--- src/rtl/scan_unit.sv ---
// scan_unit: receive path for the debug controller.
// Collects one byte or a 4-byte word (MSB first) from the UART RX.
module scan_unit #(
  parameter int TIMEOUT = 1000000,
  parameter int TW      = 20
) (
  input  logic        clk,
  input  logic        rstn,
  input  logic        req_rx,
  input  logic        type_rx,
  input  logic        vld_rx,
  input  logic [7:0]  d_rx,
  output logic        rdy_rx,
  output logic [31:0] din_rx,
  output logic        ack_rx,
  output logic        err_rx
);

  typedef enum logic [1:0] {
    IDLE,
    RECV,
    DONE
  } state_t;

  localparam logic [TW-1:0] TLAST = TW'(TIMEOUT - 1);

  state_t        state, state_n;
  logic          req_d;
  logic          start;
  logic          xfer;
  logic [31:0]   shift, shift_n;
  logic [2:0]    cnt, cnt_n;
  logic [TW-1:0] timer, timer_n;
  logic [31:0]   din_n;
  logic          err_n;
  logic          rdy_n;
  logic          ack_n;

  assign start = req_rx & ~req_d;
  assign xfer  = vld_rx & rdy_rx;

  // Next state, datapath updates and registered output values.
  always_comb begin
    state_n = state;
    shift_n = shift;
    cnt_n   = cnt;
    timer_n = timer;
    din_n   = din_rx;
    err_n   = err_rx;
    unique case (state)
      IDLE: begin
        if (start) begin
          state_n = RECV;
          cnt_n   = type_rx ? 3'd4 : 3'd1;
          shift_n = '0;
          timer_n = '0;
          err_n   = 1'b0;
        end
      end
      RECV: begin
        if (!req_rx) begin
          state_n = IDLE;
        end else if (xfer) begin
          shift_n = {shift[23:0], d_rx};
          cnt_n   = cnt - 3'd1;
          timer_n = '0;
          if (cnt == 3'd1) begin
            state_n = DONE;
            din_n   = {shift[23:0], d_rx};
            err_n   = 1'b0;
          end
        end else if (TIMEOUT != 0) begin
          if (timer == TLAST) begin
            state_n = DONE;
            din_n   = shift;
            err_n   = 1'b1;
          end else begin
            timer_n = timer + TW'(1);
          end
        end
      end
      DONE: begin
        if (!req_rx) state_n = IDLE;
      end
      default: state_n = IDLE;
    endcase
    rdy_n = (state_n == RECV);
    ack_n = (state_n == DONE);
  end

  // State, datapath and output registers.
  always_ff @(posedge clk or negedge rstn) begin
    if (!rstn) begin
      state  <= IDLE;
      req_d  <= 1'b0;
      shift  <= '0;
      cnt    <= '0;
      timer  <= '0;
      rdy_rx <= 1'b0;
      ack_rx <= 1'b0;
      err_rx <= 1'b0;
      din_rx <= '0;
    end else begin
      state  <= state_n;
      req_d  <= req_rx;
      shift  <= shift_n;
      cnt    <= cnt_n;
      timer  <= timer_n;
      rdy_rx <= rdy_n;
      ack_rx <= ack_n;
      err_rx <= err_n;
      din_rx <= din_n;
    end
  end

endmodule

--- config.mk ---
export PLATFORM = sky130hd
export DESIGN_NAME = scan_unit
export DESIGN_NICKNAME = d
export VERILOG_FILES = /design/src/rtl/scan_unit.sv
export SDC_FILE = /design/constraint.sdc
export NUM_CORES = 1
export LEC_CHECK = 0
export BUFFER_PORTS_ARGS = -buffer_cell sky130_fd_sc_hd__buf_2
export CAP_MARGIN = 15
export CORE_MARGIN = 3
export CORE_UTILIZATION = 55
export DETAILED_ROUTE_END_ITERATION = 6
export PLACE_DENSITY = 0.76
export SLEW_MARGIN = 0
export SYNTH_ARGS = -nofsm -noshare
export SYNTH_HDL_FRONTEND = slang
export SYNTH_SLANG_ARGS = --single-unit
--- constraint.sdc ---
create_clock -name clk -period 2 [get_ports clk]
set_input_delay 0.2 -clock clk [delete_from_list [all_inputs] [get_ports clk]]
set_output_delay 0.2 -clock clk [all_outputs]
set_load 0.02 [all_outputs]
==> impl_metrics.py <==
metrics = {
    "worst_setup_path": {
        "start_kind": "flip-flop",
        "cp-end-kind": "flip-flop",
        "crit_type": "flip-flop to flip-flop",
        "r2r_end": "din_rx[5]",
        "path_max_fanout": 32,
        "startpoint": "timer[12]",
        "crit_end": "din_rx[5]",
        "required_ns": 2.23,
        "critPathSlowestCell": "dfrtp_1",
        "max_stage_delay_ns": 0.43,
        "r2r_slack_ns": 0.03,
        "crit_chain": "nor4b_2 -> nand4_2 -> o31ai_4 -> and2_4 -> buf_12 -> a31oi_1",
        "worstReg2RegStart": "timer[12]",
        "r2r_cells": 6,
        "cp_data_arrival_time_ns": 2.20,
    },
    "status": {
        "status": "finished, final reports clean",
    },
    "route": {
        "drt_iter0_markers": 287,
        "via_per_inst": 6.27,
        "route.final.wire_length_mm": 10.1,
        "drcViolationCount": 0,
        "drtPass1Iterations": 5,
        "num_vias": 3686,
        "drtAntennaViolNets": 0,
        "routedWlPerCell_um": 17.2,
    },
    "sta": {
        "finalCritPeriodShare_pct": 98.6,
        "fmaxAchievable_ghz": 0.507,
        "fin_crit_ns": 1.97,
        "slew_viol_final": 0,
        "tightest_slew_ns": 0.433,
        "slew_headroom_pct": 71.1,
        "setup_viol": 0,
        "finalClockSkew_ns": 0.0134,
        "hold_viol_final": 0,
        "rsz0062_at_grt": "yes",
    },
    "pwr": {
        "cellLeakagePower_nw": 2.22,
        "power.total_mw": 4.96,
        "p_per_area_nw_per_um2": 983,
        "ir_drop_uv": 593,
    },
    "yosys": {
        "synthAdderAreaFrac_pct": 0.877,
        "synthArstFlopShare_pct": 100,
        "synth_area_leaders": "dfrtp_1, nand2_1, a21oi_1",
        "synth_area_per_cell_um2": 9.95,
        "synth_warnings": 0,
        "synthXorXnorAreaFrac_pct": 0.409,
        "synth_top_area_share_pct": 54.4,
        "yosysMostFrequentCell": "dfrtp_1",
        "synthMuxAreaShare_pct": 0.468,
        "synth_commonest_cells": "dfrtp_1, nand2_1, a21oi_1",
        "synth-main-ff-cell": "dfrtp_1",
        "synthSimpleGateAreaFrac_pct": 17.9,
        "syn_nets": 446,
        "ys_ff_latch": 93,
        "synth_compound_area_share_pct": 22.3,
        "synth_top_family_by_area": "compound AO/OA/AOI/OAI gates",
        "ys_seq_area_share_pct": 54.4,
        "yosys.area.top_type": "dfrtp_1",
        "syn_area_um2": 4280,
        "synth_edf_count": 0,
        "ys_types": 46,
        "synth_cells": 430,
    },
    "clocking": {
        "cts_buffer_depth": 2,
        "clock-sinks": 93,
        "cts_root_buf": "clkbuf_8",
        "cts-buffers-inserted": 9,
        "clock_latency_ns": 0.35,
        "clkSlewWorstSetupHoldPaths_ns": 0.10,
        "tritoncts": "done",
        "cts_htree_levels": 3,
    },
    "grt": {
        "grt_use_met3_pct": 3.29,
        "grtUsageMet2_pct": 38.7,
        "grt_usage_pct": 24.2,
        "top_usage_layer": "met2",
        "grt_antenna_before_repair": 0,
        "grt_overflow": 0,
        "grt_pass1_vias": 3578,
        "grt_use_met1_pct": 34.3,
        "grt_pass1_wl_mm": 17.1,
        "grt_max_degree": 61,
    },
    "place": {
        "place_congestion": 0.862,
        "port_buffers": 47,
        "place_inst": 567,
        "place_hpwl_mm": 6.48,
    },
    "min_path": {
        "hold_path_class": "input port to flip-flop",
    },
    "floorplan": {
        "initial_core_util_pct": 57.8,
        "fp.coreArea_um2": 7410,
        "rows": 31,
        "dieArea_um2": 8880,
        "fp.dieW_um": 94.2,
        "die_h_um": 94.2,
        "ios": 48,
    },
    "final_layout": {
        "final_cells": 588,
        "antenna_cells": 0,
        "syn_to_final_growth_pct": 17.8,
        "drive_gt1_share_pct": 21.7,
        "nets": 501,
    },
    "job": {
        "max_cap_viol_count": 0,
    },
}
-- worst min-delay path by stage --
stage | from | end | slack, ns | depth (start not counted)
2_1_floorplan | rstn | ack_rx | -0.1 | 0
3_3_place_gp | rstn | state[1] | 0.22 | 2
3_5_place_dp | rstn | state[1] | 0.22 | 2
4_1_cts | d_rx[3] | din_rx[3] | 0.09 | 3
5_1_grt | d_rx[3] | shift[3] | 0.09 | 2
6_report | d_rx[3] | din_rx[3] | 0.1 | 3
-- placed cells by master (no fill, tap or decap), drive strengths merged, types with 2 or more instances in the layout --
cell type    count
buf             72
or3              2
a32o             8
nor3             4
a31oi           33
inv              6
mux2i            2
clkbuf           9
nor4b            2
and2             2
nand3           15
o31ai            6
o211ai           4
dlygate4sd3      2
or2              2
a21o             3
xor2             2
nor4             2
nor2            10
nand3b           4
clkinvlp         2
nor2b            5
nand2           79
or4              7
and3             4
o21a             2
a22o            24
o21ai           10
dfrtp           93
a21oi           48
ha               3
nand4            9
nand2b           5
-- metal layers --
layer / routed length, um / share of wire [%] / up-vias
li1: - / - / 1698
met1: 4590 / 45 / 1831
met2: 4790 / 47 / 149
met3: 616 / 6.1 / 8
met4: 96 / 0.95 / 0
met5: 0 / 0 / -
-- power by group --
part,internal [mW],leakage (nW),switching (mW),total [mW]
clock,0.582,0.0923,0.679,1.26
sequential,2.20,1.23,0.198,2.40
combinational,0.463,0.892,0.834,1.30
-- layout make-up --
| class | count | area, um^2 |
|---|---|---|
| clock buffers | 9 | 124 |
| clock inverters | 6 | 71.3 |
| fillers | 584 | 2370 |
| inverters | 4 | 15.0 |
| multi-input cells | 303 | 1850 |
| flip-flops and latches | 93 | 2330 |
| well taps | 99 | 124 |
| repair buffers | 74 | 533 |
-- flip-flops by register name, indices dropped and copies added (netlist names) --
| signal | count |
|---|---|
| shift | 32 |
| din_rx | 32 |
| state | 2 |
| ack_rx | 1 |
| err_rx | 1 |
| timer | 20 |
| cnt | 3 |
| rdy_rx | 1 |
| req_d | 1 |
-- metrics by stage --
step / TNS (ns) / utilization, % / hold slack, ns / setup slack (ns) / cell area [um^2]
2_1_floorplan: 0 / - / -0.0956 / 0.158 / 4280
3_3_place_gp: 0 / 64.3 / 0.223 / 0.0900 / 4760
3_5_place_dp: 0 / 64.3 / 0.223 / 0.0216 / 4760
4_1_cts: 0 / 67.2 / 0.0886 / 0.00443 / 4980
5_1_grt: -1.24 / 68.1 / 0.0925 / -0.0578 / 5040
6_report: 0 / 68.1 / 0.0984 / 0.0277 / 5040
-- repair_timing --
action	in CTS	in global routing
resized for setup	0	8
hold buffers	2	0
buffers inserted	0	4
endpoints found under the setup margin	0	39
hold endpoints to repair	94	0
-- cell families after synthesis --
family	after synthesis
xor gates and xnor gates	2
and+or+nand+nor	154
DFF	93
buffers and inverters	34
muxes	2
adders and majority gates	3
AOI/OAI and AO/OA	142
-- worst max-delay path, delay by kind of cell (launching register included) --
| family | cells | cell delay, ns |
|---|---|---|
| buf+inv | 1 | 0.18 |
| simple gates | 3 | 0.76 |
| flops | 1 | 0.43 |
| compound gates | 2 | 0.47 |
No activity file was read; power rests on OpenSTA's default activity.
